<file path="src/rtl/img2col_window_ctrl_if.sv">
// img2col_window_ctrl_if
// Bundles the frame-control, column-stream and window-stream signals of
// img2col_window_ctrl.
//   start/stride/n_rows : frame control (stride, n_rows latched on start)
//   col_in/col_valid/col_ready : column stream, K pixels per column
//   win_out/win_valid/win_ready : window stream, KxK pixels per window
//   busy/done : status
// Modports: master = column producer / window consumer, slave = the block.
interface img2col_window_ctrl_if #(
  parameter int DATA_W = 16,
  parameter int K      = 5
);
  logic                    start;
  logic [2:0]              stride;
  logic [7:0]              n_rows;
  logic [K*DATA_W-1:0]     col_in;
  logic                    col_valid;
  logic                    col_ready;
  logic [K*K*DATA_W-1:0]   win_out;
  logic                    win_valid;
  logic                    win_ready;
  logic                    busy;
  logic                    done;

  modport master (
    output start, stride, n_rows, col_in, col_valid, win_ready,
    input  col_ready, win_out, win_valid, busy, done
  );

  modport slave (
    input  start, stride, n_rows, col_in, col_valid, win_ready,
    output col_ready, win_out, win_valid, busy, done
  );
endinterface

</file>
<file path="src/rtl/img2col_window_ctrl.sv">
// img2col_window_ctrl
// Builds KxK sliding windows from a stream of K-pixel image columns.
// Each row consumes IMG_W columns: K to fill, then `stride` per further
// window; columns left over after the last window are drained.
// Ports:
//   clk  : clock, rising edge
//   rst  : asynchronous active-high reset
//   bus  : img2col_window_ctrl_if.slave (frame control, column in,
//          window out, busy/done)
module img2col_window_ctrl #(
  parameter int DATA_W = 16,
  parameter int K      = 5,
  parameter int IMG_W  = 8
) (
  input  logic                    clk,
  input  logic                    rst,
  img2col_window_ctrl_if.slave    bus
);

  // Consumed-column counter is wide enough to hold consumed+stride.
  localparam int CW = $clog2(IMG_W + 8) + 1;
  localparam int KW = $clog2(K + 1);

  typedef enum logic [2:0] {
    S_IDLE, S_FILL, S_SHIFT, S_EMIT, S_DRAIN, S_DONE
  } state_t;

  state_t                                  r_state;
  logic [2:0]                              r_stride;
  logic [7:0]                              r_nrows;
  logic [7:0]                              r_row;
  logic [CW-1:0]                           r_cons;
  logic [KW-1:0]                           r_cnt;
  logic                                    r_col_ready;
  logic                                    r_win_valid;
  logic                                    r_busy;
  logic                                    r_done;
  logic [K-1:0][K-1:0][DATA_W-1:0]         r_win;   // [row][col]

  logic                                    w_col_xfer;
  logic                                    w_shift;
  logic [2:0]                              w_stride_eff;
  logic [CW-1:0]                           w_next_cons;
  logic [KW-1:0]                           w_cnt_last;
  logic                                    w_row_last;

  assign w_col_xfer   = bus.col_valid & r_col_ready;
  // DRAIN accepts columns but does not load them into the window.
  assign w_shift      = w_col_xfer & ((r_state == S_FILL) | (r_state == S_SHIFT));
  assign w_stride_eff = (bus.stride == 3'd0 || int'(bus.stride) > K) ? 3'd1 : bus.stride;
  assign w_next_cons  = r_cons + CW'(r_stride);
  assign w_cnt_last   = (r_state == S_FILL) ? KW'(K - 1) : KW'(r_stride - 3'd1);
  assign w_row_last   = (r_row == r_nrows - 8'd1);

  assign bus.col_ready = r_col_ready;
  assign bus.win_valid = r_win_valid;
  assign bus.busy      = r_busy;
  assign bus.done      = r_done;
  assign bus.win_out   = r_win;

  always_ff @(posedge clk or posedge rst) begin
    if (rst) begin
      r_win <= '0;
    end else if (w_shift) begin
      for (int r = 0; r < K; r++) begin
        for (int c = 0; c < K - 1; c++) r_win[r][c] <= r_win[r][c+1];
        r_win[r][K-1] <= bus.col_in[r*DATA_W +: DATA_W];
      end
    end
  end

  always_ff @(posedge clk or posedge rst) begin
    if (rst) begin
      r_state     <= S_IDLE;
      r_stride    <= 3'd0;
      r_nrows     <= 8'd0;
      r_row       <= 8'd0;
      r_cons      <= '0;
      r_cnt       <= '0;
      r_col_ready <= 1'b0;
      r_win_valid <= 1'b0;
      r_busy      <= 1'b0;
      r_done      <= 1'b0;
    end else begin
      r_done <= 1'b0;
      case (r_state)
        S_IDLE: if (bus.start) begin
          r_stride    <= w_stride_eff;
          r_nrows     <= (bus.n_rows == 8'd0) ? 8'd1 : bus.n_rows;
          r_row       <= 8'd0;
          r_cons      <= '0;
          r_cnt       <= '0;
          r_col_ready <= 1'b1;
          r_busy      <= 1'b1;
          r_state     <= S_FILL;
        end
        S_FILL, S_SHIFT: if (w_col_xfer) begin
          r_cons <= r_cons + 1'b1;
          r_cnt  <= r_cnt + 1'b1;
          if (r_cnt == w_cnt_last) begin
            r_col_ready <= 1'b0;
            r_win_valid <= 1'b1;
            r_state     <= S_EMIT;
          end
        end
        S_EMIT: if (bus.win_ready) begin
          r_win_valid <= 1'b0;
          if (w_next_cons <= CW'(IMG_W)) begin
            r_cnt       <= '0;
            r_col_ready <= 1'b1;
            r_state     <= S_SHIFT;
          end else if (r_cons < CW'(IMG_W)) begin
            r_col_ready <= 1'b1;
            r_state     <= S_DRAIN;
          end else if (w_row_last) begin
            r_done      <= 1'b1;
            r_state     <= S_DONE;
          end else begin
            r_row       <= r_row + 8'd1;
            r_cons      <= '0;
            r_cnt       <= '0;
            r_col_ready <= 1'b1;
            r_state     <= S_FILL;
          end
        end
        S_DRAIN: if (w_col_xfer) begin
          r_cons <= r_cons + 1'b1;
          if (r_cons == CW'(IMG_W - 1)) begin
            if (w_row_last) begin
              r_col_ready <= 1'b0;
              r_done      <= 1'b1;
              r_state     <= S_DONE;
            end else begin
              r_row   <= r_row + 8'd1;
              r_cons  <= '0;
              r_cnt   <= '0;
              r_state <= S_FILL;
            end
          end
        end
        S_DONE: begin
          r_busy  <= 1'b0;
          r_state <= S_IDLE;
        end
        default: r_state <= S_IDLE;
      endcase
    end
  end

endmodule
</file>
<file path="src/flat_wrapper.sv">
// flat-port wrapper written by rule: the top's interface ports become plain ports
module img2col_window_ctrl_flat 
#(
  parameter int DATA_W = 16,
  parameter int K      = 5,
  parameter int IMG_W  = 8
)
  (clk, rst, bus_start, bus_stride, bus_n_rows, bus_col_in, bus_col_valid, bus_win_ready, bus_col_ready, bus_win_out, bus_win_valid, bus_busy, bus_done);
  img2col_window_ctrl_if #(.DATA_W(DATA_W), .K(K)) bus_i ();
  input  logic clk;
  input  logic rst;
  input wire logic [$bits(bus_i.start)-1:0] bus_start;
  input wire logic [$bits(bus_i.stride)-1:0] bus_stride;
  input wire logic [$bits(bus_i.n_rows)-1:0] bus_n_rows;
  input wire logic [$bits(bus_i.col_in)-1:0] bus_col_in;
  input wire logic [$bits(bus_i.col_valid)-1:0] bus_col_valid;
  input wire logic [$bits(bus_i.win_ready)-1:0] bus_win_ready;
  output wire logic [$bits(bus_i.col_ready)-1:0] bus_col_ready;
  output wire logic [$bits(bus_i.win_out)-1:0] bus_win_out;
  output wire logic [$bits(bus_i.win_valid)-1:0] bus_win_valid;
  output wire logic [$bits(bus_i.busy)-1:0] bus_busy;
  output wire logic [$bits(bus_i.done)-1:0] bus_done;
  assign bus_i.start = bus_start;
  assign bus_i.stride = bus_stride;
  assign bus_i.n_rows = bus_n_rows;
  assign bus_i.col_in = bus_col_in;
  assign bus_i.col_valid = bus_col_valid;
  assign bus_i.win_ready = bus_win_ready;
  assign bus_col_ready = bus_i.col_ready;
  assign bus_win_out = bus_i.win_out;
  assign bus_win_valid = bus_i.win_valid;
  assign bus_busy = bus_i.busy;
  assign bus_done = bus_i.done;
  img2col_window_ctrl #(.DATA_W(DATA_W), .K(K), .IMG_W(IMG_W)) u_core (.clk(clk), .rst(rst), .bus(bus_i));
endmodule
</file>
<file path="config.mk">
export PLATFORM = sky130hd
export DESIGN_NAME = img2col_window_ctrl_flat
export DESIGN_NICKNAME = d
export VERILOG_FILES = /design/src/rtl/img2col_window_ctrl_if.sv /design/src/rtl/img2col_window_ctrl.sv /design/src/flat_wrapper.sv
export SDC_FILE = /design/constraint.sdc
export NUM_CORES = 1
export LEC_CHECK = 0
export BUFFER_PORTS_ARGS = -buffer_cell sky130_fd_sc_hd__buf_2
export CAP_MARGIN = 30
export CORE_UTILIZATION = 42
export CTS_BUF_LIST = sky130_fd_sc_hd__clkbuf_4 sky130_fd_sc_hd__clkbuf_8 sky130_fd_sc_hd__clkbuf_16
export DETAILED_ROUTE_END_ITERATION = 10
export GPL_ROUTABILITY_DRIVEN = 0
export PLACE_DENSITY_LB_ADDON = 0.2
export SLEW_MARGIN = 15
export SYNTH_ARGS = -nofsm -noshare
export SYNTH_HDL_FRONTEND = slang
export SYNTH_SLANG_ARGS = --single-unit
</file>
<file path="constraint.sdc">
create_clock -name clk -period 15.4 [get_ports clk]
set_input_delay 0.77 -clock clk [delete_from_list [all_inputs] [get_ports clk]]
set_output_delay 0.77 -clock clk [all_outputs]
set_load 0.01 [all_outputs]
</file>
==> results.sh, run 1 <==
export IMPL_synth_largest_area_cell="dfrtp_1"
export IMPL_clkLatencyLatePin_ns=0.55
export IMPL_drive_gt1_share_pct=61.0
export IMPL_violation_count_after_the_first_detailed_routing_iteration=583
export IMPL_global_route_wire_length_before_repair_um=63500
export IMPL_grt_start_max_net_pins=153
export IMPL_vertical_die_dimension_um=204
export IMPL_period_needed_ns=4.27
export IMPL_report_final_setup_viol=0
export IMPL_slew_headroom_pct=34.6
export IMPL_post_place_cells=2101
export IMPL_ant_nets=0
export IMPL_power_leakage_nw=10.5
export IMPL_crit_path_end_kind="register"
export IMPL_die_x_um=204
export IMPL_io_pins=500
export IMPL_numCtsBuffers=47
export IMPL_route_detailed_vias_per_inst=5.02
export IMPL_critPathRequiredTime_ns=15.83
export IMPL_dpl_hpwl_um=28700
export IMPL_cts_resized_gates=0
export IMPL_fin_area_mm2=0.0219
export IMPL_finalClockSkew_ns=0.0150
export IMPL_data_arrival_at_the_endpoint_of_the_critical_path_ns=4.70
export IMPL_worst_pin_slew_ns=0.981
export IMPL_grt_remaining_overflow=0
export IMPL_cap_violations=0
export IMPL_category_of_the_worst_setup_path_launch_point="register"
export IMPL_area_growth_pct=28.0
export IMPL_synth_seq_cells=434
export IMPL_detailedRoute_firstPassIterationCount=4
export IMPL_cts_root_buffer_cell="clkbuf_16"
export IMPL_port_buf_inserts=499
export IMPL_dominantRegCellSynth="dfrtp_1"
export IMPL_grt_antenna_before_repair=3
export IMPL_cts_path_max_buffers=3
export IMPL_fraction_of_registers_with_async_set_or_reset_after_synthesis_pct=100
export IMPL_core_area_mm2=0.0399
export IMPL_cts_hold_buf=0
export IMPL_layout_cells_most_common="buf_2"
export IMPL_cellPowerDensity_mw_per_mm2=252
export IMPL_synth_edff_count=0
export IMPL_clock_pin_slew_on_the_worst_setup_and_hold_paths_ns=0.06
export IMPL_gr_usage_all_layers_pct=19.5
export IMPL_synthesis_instances=1122
export IMPL_final_cells=2191
export IMPL_avgSynthCellArea_um2=15.2
export IMPL_dr_total_vias=11000
export IMPL_worst_hold_path_class="input pin to async pin"
export IMPL_synthTopCellsByArea="dfrtp_1 (64%), mux2_2 (26%), buf_2 (1.3%), nand2_1 (1.0%), ha_1 (0.59%)"
export IMPL_clock_tree_htree_level_count=2
export IMPL_fmaxAchievable_mhz=234
export IMPL_nNetsFinal=1734
export IMPL_cts_post_setup_buffers_inserted=0
export IMPL_synth_fp_nets=1227
export IMPL_rsz_0062_raised_after_global_routing="false"
export IMPL_fin_setup_tns_ns=0
export IMPL_drv_slew=0
export IMPL_mappedNetlistArea_mm2=0.0171
export IMPL_vias_in_the_first_global_route=11200
export IMPL_drc=0
export IMPL_clock_tree_from_tritoncts="built"
export IMPL_routed_wire_length_per_instance_um=18.5
export IMPL_initial_utilization_pct=42.8
export IMPL_setup_worst_path_class="register to register"
export IMPL_netlist_area_leader_share_pct=63.5
export IMPL_core_rowCount=73
export IMPL_final_hold_fails=0
export IMPL_synth_warnings=0
export IMPL_status="complete, no violations"
export IMPL_seq_area_frac_synth_pct=63.5
export IMPL_fp_dieArea_mm2=0.0415
export IMPL_worstPathMaxFanout=66
export IMPL_fin_total_pwr_mw=5.51
export IMPL_dpl_instance_area_mm2=0.0201
export IMPL_cts_num_sinks=434
export IMPL_yosys_cell_types_count=60
export IMPL_vdd_ir_drop_worst_mv=0.133
export IMPL_routed_wirelength_um=40600
export IMPL_fin_crit_sh_pct=27.7
export IMPL_most_used_cells_in_the_layout_excluding_fill_and_tap_cells="buf_2 (499), dfrtp_1 (434), mux2_2 (402)"
[worst max-delay path: stages (launching register included)]
cell     delay (ns)
dfrtp_1        0.58
xnor2_1        0.15
or2_2          0.35
nor2_4         0.42
buf_4          0.34
buf_16         0.32
buf_4          0.47
buf_12         0.31
buf_4          0.64
mux2_2         0.42
[routing by layer]
| metal | wire length, um | up-vias | global-route usage, % |
|---|---|---|---|
| met1 | 16200 | 5491 | 23.8 |
| met5 | 16 | - | 0 |
| met2 | 19500 | 391 | 31.7 |
| li1 | - | 5051 | - |
| met4 | 1050 | 4 | 7.25 |
| met3 | 3830 | 56 | 7.16 |
[sequential cells by signal, indices dropped and copies added (netlist names), 3 cells and up]
| register | flops |
|---|---|
| u_core.bus.win_out | 400 |
| u_core.r_cnt | 3 |
| u_core.r_cons | 5 |
| u_core.r_nrows | 8 |
| u_core.r_stride | 3 |
| u_core.r_state | 3 |
| u_core.r_row | 8 |
[logic make-up after synthesis]
family | Yosys count | share of synthesized area (%)
compound gates | 79 | 3.12
xor+xnor | 13 | 0.666
fa+ha+maj | 9 | 0.702
buf+inv | 64 | 1.81
flops | 434 | 63.5
mux | 403 | 26.5
simple gates | 120 | 3.66
[Yosys cell counts (all sizes together) (5+ instances only)]
cell,count
dfrtp,434
mux2,402
buf,47
nand2,46
o21ai,23
a21oi,18
nor2,15
nand3,12
inv,9
nor3,9
clkbuf,8
ha,8
xnor2,7
a31oi,6
nand2b,6
xor2,6
a21o,5
o211ai,5
or4,5
[where the power goes]
group	switching (mW)	leakage, nW	internal [mW]	total, mW
logic	1.07	4.36	1.13	2.20
clock network	0.448	0.832	0.736	1.18
registers	0.416	5.26	1.72	2.13
total	1.93	10.5	3.58	5.51
[cell type report]
| cell class | instances | area, um^2 |
|---|---|---|
| diodes | 1 | 2.50 |
| clock buffers | 64 | 1360 |
| clock inverters | 21 | 294 |
| fillers | 3363 | 18000 |
| inverters | 9 | 41.3 |
| multi-input cells | 624 | 5940 |
| flip-flops and latches | 434 | 10900 |
| well taps | 525 | 657 |
| repair buffers | 513 | 2730 |
[final timing paths]
check	start	to	slack (ns)	cells after the start
max	u_core.r_state[0]	u_core.bus.win_out[119]	11.13	9
min	rst	u_core.bus.win_out[307]	0.17	2
max reg2reg	u_core.r_state[0]	u_core.bus.win_out[119]	11.13	9
min reg2reg	u_core.bus.win_out[6]	u_core.bus.win_out[6]	0.50	1
max in group asynchronous	rst	u_core.bus.win_out[174]	13.69	5
min in group clk	bus_n_rows[2]	u_core.r_nrows[2]	0.42	3
[through the flow]
stage	worst slack (ns)	hold slack [ns]	utilization, %
floorplan	2.54	0.465	-
global placement	10.32	0.484	50.3
detailed placement	10.76	0.490	50.4
CTS	10.73	0.383	54.6
global route	10.92	0.143	54.8
finish	11.13	0.165	54.8
Note: power is estimated with default switching activity, not from simulation.
==> run 2, diff against run 1 <==
--- a/config.mk
+++ b/config.mk
@@ -5,6 +5,7 @@
 export SDC_FILE = /design/constraint.sdc
 export NUM_CORES = 1
 export LEC_CHECK = 0
+export ABC_AREA = 1
 export BUFFER_PORTS_ARGS = -buffer_cell sky130_fd_sc_hd__buf_2
 export CAP_MARGIN = 30
 export CORE_UTILIZATION = 42
==> constraint.sdc (replaced) <==
create_clock -name clk -period 3.96 [get_ports clk]
set_input_delay 0.198 -clock clk [delete_from_list [all_inputs] [get_ports clk]]
set_output_delay 0.198 -clock clk [all_outputs]
set_load 0.01 [all_outputs]
==> run 2 against run 1 <==
Net effect: synthesized area is 7.2% higher; power grew to 3.9 times the previous value; non-clock buffer count is 97 higher; sequential cell count stayed put; critical path depth is 2 lower; clock skew is 0.0072 ns lower; sequential share of layout area is 4.1 points lower; global-route usage is 0.28 points higher; die area is 7.2% higher; core utilization is 0.54 points higher; fmax is 55% higher; register-to-register slack worse by 9.9 ns; critical path type unchanged; largest power group unchanged.
==> results.sh, run 2 <==
export IMPL_setup_worst_path_class="register to register"
export IMPL_status="complete, no violations"
export IMPL_dr_total_vias=12200
export IMPL_critPathRequiredTime_ns=4.40
export IMPL_slew_headroom_pct=43.5
export IMPL_setup_reg_to_reg_worst_slack_ns=1.21
export IMPL_cts_path_max_buffers=3
export IMPL_violation_count_after_the_first_detailed_routing_iteration=604
export IMPL_worst_pin_slew_ns=0.848
export IMPL_synth_edff_count=0
export IMPL_initial_utilization_pct=42.6
export IMPL_dpl_hpwl_um=31000
export IMPL_detailedRoute_firstPassIterationCount=5
export IMPL_cts_root_buffer_cell="clkbuf_16"
export IMPL_cts_hold_buf=95
export IMPL_detailedPlace_worstSlack_ns=1.30
export IMPL_mappedNetlistArea_mm2=0.0183
export IMPL_avgSynthCellArea_um2=13.2
export IMPL_data_arrival_at_the_endpoint_of_the_critical_path_ns=3.19
export IMPL_finalClockSkew_ns=0.00784
export IMPL_most_used_cells_in_the_layout_excluding_fill_and_tap_cells="buf_2 (499), dfrtp_1 (434), mux2_4 (251)"
export IMPL_worst_path_largest_cell_delay_ns=0.51
export IMPL_rsz_0062_raised_after_global_routing="false"
export IMPL_vertical_die_dimension_um=211
export IMPL_gr_usage_met3_pct=5.61
export IMPL_use_met2_pct=33.8
export IMPL_drv_slew=0
export IMPL_critical_path_cell_by_cell="nor2_4 > inv_2 > nand2_4 > nor2_4 > nand2_8 > buf_12 > mux2_1"
export IMPL_cp_common_cell="nor2_4"
export IMPL_synthMostInstantiatedCell="dfrtp_1"
export IMPL_dominantRegCellSynth="dfrtp_1"
export IMPL_numCtsBuffers=47
export IMPL_io_pins=500
export IMPL_clkLatencyLatePin_ns=0.56
export IMPL_yosys_cell_types_count=40
export IMPL_antenna_diode_count=0
export IMPL_cap_violations=0
export IMPL_grt_start_max_net_pins=145
export IMPL_worst_hold_path_class="input pin to register"
export IMPL_grt_remaining_overflow=0
export IMPL_power_leakage_nw=12.9
export IMPL_synth_seq_cells=434
export IMPL_synth_largest_area_cell="dfrtp_1"
export IMPL_clock_tree_htree_level_count=2
export IMPL_final_cells=2608
export IMPL_synth_warnings=0
export IMPL_postLayoutSetupSlackWorst_ns=1.21
export IMPL_vias_in_the_first_global_route=12400
export IMPL_die_x_um=211
export IMPL_cellPowerDensity_mw_per_mm2=908
export IMPL_drc=0
export IMPL_cts_post_setup_buffers_inserted=0
export IMPL_netlist_area_leader_share_pct=59.2
export IMPL_synth_fp_nets=1494
export IMPL_routed_wire_length_per_instance_um=17.1
export IMPL_post_place_cells=2428
export IMPL_fp_dieArea_mm2=0.0445
export IMPL_port_buf_inserts=499
export IMPL_yosys_top_cells_count="dfrtp_1 (434), mux2_4 (251), nand2_1 (176)"
export IMPL_core_area_mm2=0.0431
export IMPL_global_route_wire_length_before_repair_um=69500
export IMPL_category_of_the_worst_setup_path_launch_point="register"
export IMPL_seq_area_frac_synth_pct=59.2
export IMPL_gr_usage_all_layers_pct=19.8
export IMPL_report_final_setup_viol=0
export IMPL_ant_nets=0
export IMPL_vdd_ir_drop_worst_mv=0.459
export IMPL_clock_tree_from_tritoncts="built"
export IMPL_final_hold_fails=0
export IMPL_nNetsFinal=2092
export IMPL_period_needed_ns=2.75
export IMPL_fmaxAchievable_mhz=364
export IMPL_grt_antenna_before_repair=0
export IMPL_grtUsageMet1_pct=24.1
export IMPL_area_growth_pct=30.0
export IMPL_crit_path_end_kind="register"
export IMPL_fin_crit_sh_pct=69.5
export IMPL_drive_gt1_share_pct=44.0
export IMPL_critical_path_slowest_cell="nand2_8"
export IMPL_worstPathMaxFanout=134
export IMPL_core_rowCount=76
export IMPL_synthesis_instances=1389
export IMPL_route_detailed_vias_per_inst=4.68
export IMPL_worst_path_buf_inv=2
export IMPL_fraction_of_registers_with_async_set_or_reset_after_synthesis_pct=100
export IMPL_cts_resized_gates=0
export IMPL_global_route_peak_usage_layer="met2"
export IMPL_routed_wirelength_um=44500
export IMPL_clock_pin_slew_on_the_worst_setup_and_hold_paths_ns=0.06
export IMPL_largest_register_ffs=400
export IMPL_cts_num_sinks=434
export IMPL_layout_cells_most_common="buf_2"
export IMPL_synthTopCellsByArea="dfrtp_1 (59%), mux2_4 (21%), nand2_1 (3.6%), inv_1 (2.1%), buf_6 (2.1%)"
export IMPL_layout_filler_cells=3687
export IMPL_cp_top_family="simple AND/OR/NAND/NOR gates"
==> run 2: changes by cell type in the layout (fill, tap and decap cells not counted), moves of 7 or more <==
| cell | delta |
|---|---|
| nand3_1 | +16 |
| dlygate4sd3_1 | +95 |
| inv_1 | +95 |
| mux2_1 | +28 |
| o21ai_0 | +58 |
| nor2_1 | +74 |
| mux2_4 | +251 |
| nand2_2 | +7 |
| nand2_1 | +130 |
| o21ai_2 | +8 |
| mux2_2 | -399 |
| a21oi_1 | +47 |
==> run 2: kinds of logic after synthesis <==
logic type | after synthesis | share of synthesized area (%)
flip-flops | 434 | 59.2
adder cells (fa/ha/maj) | 9 | 0.655
multiplexers | 282 | 22.5
AND/OR/NAND/NOR | 327 | 7.60
buffers and inverters | 169 | 5.01
AO/OA/AOI/OAI | 158 | 4.58
XOR/XNOR | 10 | 0.478
==> run 2: worst paths after layout <==
path                                              start                      end  depth (start not counted)
worst max-delay path                  u_core.r_state[0]  u_core.bus.win_out[249]                          7
worst min register to register  u_core.bus.win_out[324]  u_core.bus.win_out[324]                          1
worst min-delay path                      bus_col_valid     u_core.bus.win_valid                          5
max in group asynchronous                           rst  u_core.bus.win_out[175]                          4
worst max register to register        u_core.r_state[0]  u_core.bus.win_out[249]                          7
min in group asynchronous                           rst   u_core.bus.win_out[66]                          3
==> run 2: layout make-up <==
type / count / area [um^2] / area share, %
multi-input combinational: 786 / 6570 / 27.6
clock buffer: 70 / 1450 / 6.10
tap: 585 / 732 / 3.07
clock inverter: 15 / 190 / 0.797
timing repair buffer: 610 / 3630 / 15.2
sequential: 434 / 10900 / 45.5
inverter: 108 / 409 / 1.72
==> run 2: tightest hold or removal path, stage by stage <==
cell and delay, ns:
buf_2 0.09, nand2_1 0.11, nand2_2 0.07, nand2_1 0.11
o31ai_1 0.08
==> run 2: where the power goes <==
group	internal [mW]	total (mW)	switching, mW
sequential	6.57	8.20	1.63
combinational	4.51	8.87	4.36
clock	2.80	4.58	1.78
total	13.9	21.6	7.77
==> run 2: stage by stage <==
stage / setup TNS [ns] / total power, mW / hold WS (ns) / instance area [um^2] / util, %
2_1_floorplan: -911.11 / 13.8 / 0.295 / 18300 / -
3_3_place_gp: 0 / 16.9 / 0.369 / 21300 / 49.3
3_5_place_dp: 0 / 17.1 / 0.376 / 21300 / 49.3
4_1_cts: 0 / 21.9 / 0.0933 / 23900 / 55.4
5_1_grt: 0 / 23.0 / 0.166 / 23900 / 55.4
6_report: 0 / 21.6 / 0.147 / 23900 / 55.4
==> run 2: layer usage <==
layer	up-vias	routed length, um
li1	5813	-
met1	5966	18400
met2	350	21900
met3	77	2970
met4	0	1220
met5	-	0
==> run 3, diff against run 2 <==
==> constraint.sdc (replaced) <==
create_clock -name clk -period 2.48 [get_ports clk]
set_input_delay 0.124 -clock clk [delete_from_list [all_inputs] [get_ports clk]]
set_output_delay 0.124 -clock clk [all_outputs]
set_load 0.01 [all_outputs]
==> run 3 against run 2 <==
Net effect: core utilization rose by 0.43 points; sequential share of layout area shrank 0.35 points; global-route usage fell by 0.18 points; combinational power is 59% higher; clock power grew 58%; die area unchanged; via count rose by 0.13%; critical path depth is 7 higher; clock-buffer cell count is 4 higher; highest routed layer unchanged; critical endpoint is now u_core.r_cnt[2].
==> results.sh, run 3 (same netlist as run 2, synthesis figures left out) <==
export IMPL_status="complete, no violations"
export IMPL_detailedRoute_firstPassIterationCount=4
export IMPL_data_arrival_at_the_endpoint_of_the_critical_path_ns=2.68
export IMPL_cts_num_sinks=434
export IMPL_core_rowCount=76
export IMPL_numCtsBuffers=47
export IMPL_power_leakage_nw=13.0
export IMPL_dpl_hpwl_um=31800
export IMPL_gr_usage_all_layers_pct=19.6
export IMPL_fin_crit_sh_pct=90.0
export IMPL_area_growth_pct=31.1
export IMPL_fmaxAchievable_mhz=448
export IMPL_finalCoreUtilization_pct=55.8
export IMPL_crit_path_end_kind="register"
export IMPL_initial_utilization_pct=42.6
export IMPL_number_of_cells_on_the_worst_reg_to_reg_path=14
export IMPL_most_used_cells_in_the_layout_excluding_fill_and_tap_cells="buf_2 (499), dfrtp_1 (434), mux2_4 (251)"
export IMPL_fin_setup_tns_ns=0
export IMPL_final_hold_fails=0
export IMPL_clock_pin_slew_on_the_worst_setup_and_hold_paths_ns=0.06
export IMPL_switching_power_mw=12.3
export IMPL_grtUsageMet1_pct=24.4
export IMPL_critPathRequiredTime_ns=2.93
export IMPL_drv_slew=0
export IMPL_dr_total_vias=12200
export IMPL_worst_pin_slew_ns=0.651
export IMPL_gr_usage_met3_pct=4.71
export IMPL_clock_tree_htree_level_count=2
export IMPL_timing_rr_start="u_core.r_cons[0]"
export IMPL_nNetsFinal=2103
export IMPL_worstSetupStartpoint="u_core.r_cons[0]"
export IMPL_drive_gt1_share_pct=44.4
export IMPL_route_detailed_vias_per_inst=4.67
export IMPL_port_buf_inserts=499
export IMPL_rsz_0062_raised_after_global_routing="false"
export IMPL_fraction_of_power_spent_switching_nets_pct=35.7
export IMPL_layout_cells_most_common="buf_2"
export IMPL_critical_path_endpoint="u_core.r_cnt[2]"
export IMPL_global_route_peak_usage_layer="met2"
export IMPL_cap_violations=0
export IMPL_category_of_the_worst_setup_path_launch_point="register"
export IMPL_worstPathMaxFanout=5
export IMPL_vias_in_the_first_global_route=12500
export IMPL_cellPowerDensity_mw_per_mm2=1430
export IMPL_worst_hold_path_class="input pin to register"
export IMPL_core_area_mm2=0.0431
export IMPL_antenna_diode_count=0
export IMPL_fp_dieArea_mm2=0.0445
export IMPL_report_final_setup_viol=0
export IMPL_layout_filler_cells=3672
export IMPL_final_cells=2619
export IMPL_clock_tree_from_tritoncts="built"
export IMPL_setup_worst_path_class="register to register"
export IMPL_drc=0
export IMPL_internal_power_mw=22.1
export IMPL_grt_start_max_net_pins=95
export IMPL_power_clock_fraction_pct=21.0
export IMPL_vdd_ir_drop_worst_mv=0.843
export IMPL_violation_count_after_the_first_detailed_routing_iteration=624
export IMPL_global_route_wire_length_before_repair_um=69200
export IMPL_pwr_share_seq_pct=38.0
export IMPL_cts_resized_gates=0
export IMPL_dpl_instance_area_mm2=0.0215
export IMPL_clkLatencyLatePin_ns=0.56
export IMPL_reg2reg_to="u_core.r_cnt[2]"
export IMPL_largest_register_ffs=400
export IMPL_fin_area_mm2=0.0240
export IMPL_io_pins=500
export IMPL_die_x_um=211
export IMPL_use_met2_pct=33.0
export IMPL_period_needed_ns=2.23
export IMPL_vertical_die_dimension_um=211
export IMPL_post_place_cells=2440
export IMPL_slew_headroom_pct=56.6
export IMPL_routed_wirelength_um=44100
export IMPL_combinationalPowerShare_pct=41.0
export IMPL_cts_path_max_buffers=3
export IMPL_routed_wire_length_per_instance_um=16.8
export IMPL_grt_antenna_before_repair=0
export IMPL_finalClockSkew_ns=0.0117
export IMPL_ant_nets=0
export IMPL_setup_reg_to_reg_worst_slack_ns=0.25
export IMPL_cts_post_setup_buffers_inserted=0
export IMPL_grt_remaining_overflow=0
export IMPL_fin_total_pwr_mw=34.4
export IMPL_cts_root_buffer_cell="clkbuf_16"
export IMPL_cts_hold_buf=94
==> run 3: power by group through the flow <==
stage          registers [mW]  logic (mW)  clock network (mW)
2_1_floorplan            14.1        7.84                   0
3_3_place_gp             13.0        13.9                   0
3_5_place_dp             13.2        14.2                   0
4_1_cts                  13.1        14.3                7.44
5_1_grt                  13.5        15.3                7.71
6_report                 13.1        14.1                7.22
==> run 3: stage by stage <==
| step | hold slack, ns | setup slack [ns] |
|---|---|---|
| finish | 0.0623 | 0.248 |
| global route | 0.0639 | 0.0400 |
| CTS | 0.0141 | 0.255 |
| detailed placement | 0.208 | 0.262 |
| global placement | 0.206 | 0.295 |
| floorplan | 0.221 | -3.51 |
==> run 3: how the worst min path moves through the flow <==
stage / start / to / slack, ns / depth (start not counted)
after floorplan: bus_stride[2] / u_core.r_stride[1] / 0.22 / 1
after global placement: rst / u_core.bus.win_out[208] / 0.21 / 2
after detailed placement: rst / u_core.bus.win_out[208] / 0.21 / 2
after CTS: bus_col_valid / u_core.bus.win_valid / 0.01 / 5
after global routing: bus_col_valid / u_core.bus.win_valid / 0.06 / 5
final: bus_col_valid / u_core.bus.win_valid / 0.06 / 5
==> run 3: final cells by class <==
type,instances,area [um^2],area share [%]
Sequential cell,434,10900,45.2
Multi-Input combinational cell,786,6570,27.4
Tap cell,585,732,3.05
Timing Repair Buffer,621,3840,16.0
Clock buffer,74,1450,6.05
Inverter,108,409,1.70
Clock inverter,11,170,0.708
==> run 3: per-layer routing <==
metal  up-vias  part of all wire, %
met1      5982                   42
met5         -                    0
met4         0                  3.1
met3        81                  6.2
met2       332                   49
li1       5827                    -
==> run 3: worst max-delay path: stages, from the launching register on <==
cell and delay, ns:
dfrtp_1 0.42, ha_1 0.25, fa_1 0.41, nand3_1 0.12, nand2_1 0.06, nand2_1 0.05
nand2_1 0.04, inv_1 0.06, nand2_1 0.06, inv_1 0.07, nor2_1 0.04, o21ai_0 0.29
nand2_1 0.12, nand2_1 0.08, nand2_1 0.05
